[config.mk]
export PLATFORM = sky130hd
export DESIGN_NAME = v_safe_fsm_monitor
export DESIGN_NICKNAME = d
export VERILOG_FILES = /design/src/rtl/v_safe_fsm_monitor.sv
export SDC_FILE = /design/constraint.sdc
export NUM_CORES = 1
export LEC_CHECK = 0
export CORE_MARGIN = 4
export CORE_UTILIZATION = 48
export CTS_CLUSTER_SIZE = 28
export DETAILED_ROUTE_END_ITERATION = 10
export GPL_ROUTABILITY_DRIVEN = 1
export GPL_TIMING_DRIVEN = 0
export PLACE_DENSITY = 0.85
export SYNTH_ARGS = -nofsm -noshare
export SYNTH_HDL_FRONTEND = slang
export SYNTH_SLANG_ARGS = --single-unit
[constraint.sdc]
create_clock -name clk -period 2.8 [get_ports clk]
set_input_delay 0.7 -clock clk [delete_from_list [all_inputs] [get_ports clk]]
set_output_delay 0.7 -clock clk [all_outputs]
set_load 0.05 [all_outputs]
[src/rtl/v_safe_fsm_monitor.sv]
// Supervisor for a one-hot state bus: flags illegal encodings, requests recovery
// after THRESH consecutive bad samples and checks that recovery lands within TIMEOUT.
module v_safe_fsm_monitor #(
    parameter int              WIDTH    = 5,
    parameter logic [WIDTH-1:0] RECOVERY = 5'b10000,
    parameter int              THRESH   = 3,
    parameter int              TIMEOUT  = 8,
    parameter int              CNT_W    = 8
) (
    input  logic             clk,
    input  logic             rst,
    input  logic             en,
    input  logic [WIDTH-1:0] state_in,
    input  logic             rec_ack,
    input  logic             clr_cnt,
    output logic             err,
    output logic             rec_req,
    output logic [CNT_W-1:0] err_count,
    output logic [WIDTH-1:0] bad_state,
    output logic             fatal
);

    localparam int CONSEC_W = $clog2(THRESH + 1);
    localparam int TIMER_W  = $clog2(TIMEOUT + 1);
    localparam logic [CNT_W-1:0] CNT_MAX = '1;

    typedef enum logic [4:0] {
        M_IDLE  = 5'b00001,
        M_CHECK = 5'b00010,
        M_ALARM = 5'b00100,
        M_WAIT  = 5'b01000,
        M_HOLD  = 5'b10000
    } mon_state_e;

    mon_state_e           state_q;
    logic [WIDTH-1:0]     s_q;
    logic [CONSEC_W-1:0]  consec_q;
    logic [TIMER_W-1:0]   timer_q;
    logic                 err_q;
    logic                 rec_req_q;
    logic                 fatal_q;
    logic [CNT_W-1:0]     err_count_q;
    logic [WIDTH-1:0]     bad_state_q;

    logic                 s_illegal;
    logic                 count_hit;

    assign s_illegal = ($countones(s_q) != 1);
    assign count_hit = en && (state_q == M_CHECK) && s_illegal;

    always_ff @(posedge clk or posedge rst) begin
        if (rst) begin
            s_q <= '0;
        end else begin
            s_q <= state_in;
        end
    end

    // A clear in the same cycle as an illegal sample wins; that increment is dropped.
    always_ff @(posedge clk or posedge rst) begin
        if (rst) begin
            err_count_q <= '0;
        end else if (clr_cnt) begin
            err_count_q <= '0;
        end else if (count_hit && (err_count_q != CNT_MAX)) begin
            err_count_q <= err_count_q + 1'b1;
        end
    end

    always_ff @(posedge clk or posedge rst) begin
        if (rst) begin
            state_q     <= M_IDLE;
            consec_q    <= '0;
            timer_q     <= '0;
            err_q       <= 1'b0;
            rec_req_q   <= 1'b0;
            fatal_q     <= 1'b0;
            bad_state_q <= '0;
        end else begin
            err_q <= 1'b0;
            if (!en) begin
                state_q   <= M_IDLE;
                rec_req_q <= 1'b0;
                consec_q  <= '0;
                timer_q   <= '0;
            end else begin
                case (state_q)
                    M_IDLE: begin
                        state_q <= M_CHECK;
                    end
                    M_CHECK: begin
                        if (s_illegal) begin
                            err_q       <= 1'b1;
                            bad_state_q <= s_q;
                            if (consec_q == CONSEC_W'(THRESH - 1)) begin
                                consec_q <= CONSEC_W'(THRESH);
                                state_q  <= M_ALARM;
                            end else begin
                                consec_q <= consec_q + 1'b1;
                            end
                        end else begin
                            consec_q <= '0;
                        end
                    end
                    M_ALARM: begin
                        rec_req_q <= 1'b1;
                        consec_q  <= '0;
                        state_q   <= M_WAIT;
                    end
                    M_WAIT: begin
                        if (rec_ack) begin
                            rec_req_q <= 1'b0;
                            timer_q   <= '0;
                            state_q   <= M_HOLD;
                        end
                    end
                    M_HOLD: begin
                        if (s_q == RECOVERY) begin
                            state_q <= M_CHECK;
                        end else if (timer_q == TIMER_W'(TIMEOUT - 1)) begin
                            timer_q <= TIMER_W'(TIMEOUT);
                            fatal_q <= 1'b1;
                            state_q <= M_IDLE;
                        end else begin
                            timer_q <= timer_q + 1'b1;
                        end
                    end
                    default: begin
                        // Corrupted controller encoding: fall back to a quiet idle.
                        state_q   <= M_IDLE;
                        rec_req_q <= 1'b0;
                        consec_q  <= '0;
                        timer_q   <= '0;
                    end
                endcase
            end
        end
    end

    assign err       = err_q;
    assign rec_req   = rec_req_q;
    assign err_count = err_count_q;
    assign bad_state = bad_state_q;
    assign fatal     = fatal_q;

endmodule

Word level (Yosys, flattened, before mapping)
Index checks and enable logic that the tools add are counted.
{ "totals": {"mem_bits_rw": 0, "word_cells": 71, "latchBits": 0, "rom_bits": 0, "reg_bits": 32, "output_inout_bits": 16, "n_memories": 0, "inputBits": 10} }
{ "classes": {"n_shift": 0, "reduce_logical": 12, "order_cmp": 0, "n_eq_ne": 18, "n_div": 0, "bitwise_logic": 1, "muxes": 24, "mul": 0, "addsub": 7} }
{ "ops": {"columns": ["operator", "count"], "rows": [
  ["$mux W5", 6],
  ["$pmux W5 S5", 1],
  ["$mux W4", 4],
  ["$mux W8", 2],
  ["$pmux W4 S3", 1],
  ["$eq A5 B5 Y1 const B", 2],
  ["$ne A3 B3 Y1 const B", 3],
  ["$reduce_or A3 Y1", 3],
  ["$add A8 B1 Y8 const B", 1],
  ["$ne A8 B8 Y1 const B", 1],
  ["$reduce_and A4 Y1", 2],
  ["$mux W2", 3],
  ["$ne A2 B2 Y1 const B", 3],
  ["$reduce_and A3 Y1", 2],
  ["$eq A5 B1 Y1 const B", 1],
  ["$eq A5 B2 Y1 const B", 1],
  ["$eq A5 B3 Y1 const B", 1],
  ["$eq A5 B4 Y1 const B", 1],
  ["$mux W1", 5],
  ["$add A1 B1 Y2", 2],
  ["$add A3 B1 Y4", 1],
  ["$add A4 B1 Y4 const B", 1],
  ["$eq A4 B3 Y1 const B", 1],
  ["$ne A4 B1 Y1 const B", 1],
  ["other kinds (11)", 13]
]} }

Logic depth before layout (Yosys ltp)
{ "logic_depth": {"ltp_word": 8, "mapped_depth": 11, "depth_no_buf": 10} }

Worst setup path before layout
OpenSTA, ideal clock, no wires.
{ "synth_timing": {"path_type": "register -> register", "from": "reg s_q[0]", "to": "reg err_count_q[7], in the netlist err_count[7]", "n_path_buf": 1, "setup_slack_ns": 0.059, "path_stages_with_launch": 12, "arrival_ns": 2.653, "setup_time_ns": 0.088, "t_required_ns": 2.712, "synth_period_minus_slack_ns": 2.741, "path_cell_list": "dfrtp_1 -> inv_1 -> fa_1 -> inv_1 -> fa_1 -> ha_1 -> or3b_2 -> nand4_2 -> buf_2 -> inv_1 -> nand4_1 -> nor3b_1"} }
{ "synth_between": {"elab_chain_cells": 7} }
{ "synth_rtl": {"columns": ["element", "line_no", "text"], "rows": [
  ["start: declaration", "36", "logic [WIDTH-1:0] s_q;"],
  ["start signal: assignment", "55", "s_q <= state_in;"],
  ["$add A1 B1 Y2 (not written as such)", "48", "assign s_illegal = ($countones(s_q) != 1);"],
  ["$add A2 B2 Y3 (not written as such)", "48", null],
  ["$add A3 B1 Y4 (not written as such)", "48", null],
  ["$ne A4 B1 Y1", "48", null],
  ["$logic_and A1 B1 Y1", "49", "assign count_hit = en && (state_q == M_CHECK) && s_illegal;"],
  ["$logic_and A1 B1 Y1", "65", "end else if (count_hit && (err_count_q != CNT_MAX)) begin"],
  ["$reduce_bool A2 Y1 (no line)", null, null],
  ["end signal: assignment", "66", "err_count_q <= err_count_q + 1'b1;"],
  ["end: declaration", "42", "logic [CNT_W-1:0] err_count_q;"]
]} }
Every way passes these cells.
A chain may end at the register's enable or synchronous reset.

Final worst setup path
Same ends and word-level chain as after synthesis.

==> results.yml <==
status:
  status: "completed"
detailed_routing:
  drtAntennaViolNets: 0
  first_pass_iters: 5
  routedWlPerCell_um: 14.4
  routed-via-count: 1454
  drc_errors: 0
  viasPerCell: 5.64
  drt-total-wl_mm: 3.71
  drt_iter0_markers: 102
setup_path:
  start_kind: "flip-flop"
  end_kind: "flip-flop"
  crit_type: "reg2reg"
  worstPathArrival_ns: 2.93
  critPathRequiredTime_ns: 3.00
  critPathMaxFanout: 6
yosys:
  ys_seq_area_frac: 0.458
  synth.area.top_cells: "dfrtp_1 (44%), ha_1 (3.6%), nand2_1 (3.0%), o21ai_0 (2.9%), inv_1 (2.8%)"
  synth_flop_cell: "dfrtp_1"
  yosysTopAreaCell: "dfrtp_1"
  syn_area_per_cell_sq_um: 9.84
  yosys-top-cells-count: "dfrtp_1 (31), nand2_1 (14), inv_1 (13), nor2_1 (10), o21ai_0 (10)"
  syn_inst: 178
  ys_types: 49
  synth_edf_count: 0
  synth_warnings: 0
  synth_seq_cells: 32
  synth.most_common_cell: "dfrtp_1"
  async_flop_share: 1.00
  netlist.area_leader.share: 0.443
  syn_nets: 195
  syn-cell-area_sq_um: 1750
clock_network:
  clk_pin_slew_ns: 0.07
  cts_buffers: 5
  clockBufferDepth: 2
  cts_root_buffer: "clkbuf_8"
  clock_latency_ns: 0.29
  clkSinkCount: 32
  cts_tree: "yes"
  cts_max_level: 2
global_routing:
  grt_max_degree: 33
  grt_usage: 0.182
  grt-ovfl-total: 0
  grt_pass1_vias: 1445
  grt_pass1_wl_mm: 6.31
  antenna_found_initial: 0
timing:
  setup-tns-final_ns: 0
  slew_headroom: 0.622
  max_freq_ghz: 0.366
  slew_violations: 0
  setup-violations-final: 0
  hold_viol: 0
  fin_skew_ns: 0.0102
  worst_pin_slew_ns: 0.565
  fin_crit_ns: 2.73
  finalCritPeriodShare: 0.975
  rsz0062_at_grt: "true"
  hold_ws_ns: 0.462
final_layout:
  area_growth_pct: 27.6
  drive_gt1_frac: 0.156
  design.final.nets: 228
  diodes: 0
hold_path:
  min_path_type: "reg2reg"
floorplanning:
  dieArea_sq_um: 4680
  core-area_sq_um: 3440
  ios: 26
  die_x_um: 68.4
  die-height_um: 68.4
  initial_utilization: 0.509
  rows: 21
pwr:
  ir_drop_mv: 0.486
  leakagePower_nw: 0.952
  power.density_nw_per_um2: 689
place:
  dp_hpwl_mm: 2.54
  port_buffers: 23
  place.gp.congestion: 0.824
flow_run:
  drv_cap: 0
-- cells by family after synthesis --
group / share of synthesized area
AO/OA/AOI/OAI: 0.167
flip-flops: 0.458
AND/OR/NAND/NOR: 0.230
XOR/XNOR: 0.0150
buffers and inverters: 0.0529
multiplexers: 0.0186
adder cells (fa/ha/maj): 0.0586
-- stage by stage --
step | setup slack [ns] | instance area, sq um | power, mW | instances | util
final | 0.0706 | 2230 | 1.54 | 258 | 0.649
after global routing | -0.00309 | 2230 | 1.63 | 258 | 0.649
after CTS | 0.00128 | 2190 | 1.53 | 257 | 0.636
after detailed placement | -0.222 | 2040 | 1.14 | 247 | 0.593
after global placement | -0.110 | 2040 | 1.13 | 247 | 0.593
after floorplan | 0.0592 | 1750 | 0.981 | 178 | -
-- cells in the final DEF, fill, tap and decap left out, drive strengths merged, types with 8 or more instances in the layout --
| master | n |
|---|---|
| a21oi | 9 |
| nand3 | 8 |
| clkdlybuf4s50 | 23 |
| nor2 | 10 |
| dfrtp | 31 |
| nand2 | 14 |
| buf | 10 |
| o21ai | 10 |
| inv | 11 |
| clkbuf | 10 |
-- cell type report --
| cell class | instances | area, sq um |
|---|---|---|
| buffer | 9 | 50.0 |
| clock buffer | 8 | 90.1 |
| fill | 293 | 1210 |
| inverter | 13 | 52.6 |
| multi-input combinational | 124 | 906 |
| sequential | 32 | 802 |
| tap | 46 | 57.6 |
| timing repair buffer | 26 | 277 |
-- final timing paths --
| path | from | end | slack [ns] | cells past startpoint |
|---|---|---|---|---|
| min in group asynchronous | rst | state_q[2]$_DFFE_PP0P_ | 0.65 | 2 |
| worst min-delay path | fatal$_DFFE_PP0P_ | fatal$_DFFE_PP0P_ | 0.46 | 1 |
| worst min register to register | fatal$_DFFE_PP0P_ | fatal$_DFFE_PP0P_ | 0.46 | 1 |
| worst max-delay path | s_q[0]$_DFF_PP0_ | err_count[7]$_DFFE_PP0P_ | 0.07 | 11 |
| max in group asynchronous | rst | state_q[0]$_DFFE_PP1P_ | 1.67 | 3 |
| worst max register to register | s_q[0]$_DFF_PP0_ | err_count[7]$_DFFE_PP0P_ | 0.07 | 11 |
-- flip-flops by register name (all words and copies together) (netlist names) --
name,cells
bad_state,5
consec_q,2
err,1
err_count,8
fatal,1
rec_req,1
s_q,5
state_q,5
timer_q,4
-- report_power, final --
part	total, mW	switching (mW)	leakage [nW]	internal [mW]
logic	0.593	0.373	0.483	0.220
clock network	0.372	0.171	0.0455	0.200
registers	0.575	0.0457	0.424	0.530
total	1.54	0.590	0.952	0.950
-- routing by layer --
metal	wire length [um]	vias up	global-route usage
met5	0	-	0
met3	165	5	0.0460
met1	1670	700	0.235
met4	53	0	0.0744
li1	-	708	-
met2	1820	41	0.288
-- worst max-delay path, cell delays in order (launching register included) --
cell and delay, ns:
dfrtp_1 0.34, inv_2 0.05, fa_1 0.54, inv_1 0.05, fa_2 0.36, ha_4 0.24
or3b_4 0.38, nand4_4 0.12, buf_6 0.13, clkinvlp_4 0.13, nand4_1 0.12, nor3b_2 0.17
-- what timing repair did --
| action | 4_1_cts | 5_1_grt |
|---|---|---|
| gates resized for setup | 10 | 3 |
| buffers inserted | 2 | 0 |
| pin swaps | 0 | 5 |
| hold buffers | 0 | 0 |
| setup endpoints to repair | 15 | 15 |
| hold endpoints to repair | 0 | 0 |
No activity file was read; power rests on OpenSTA's default activity.
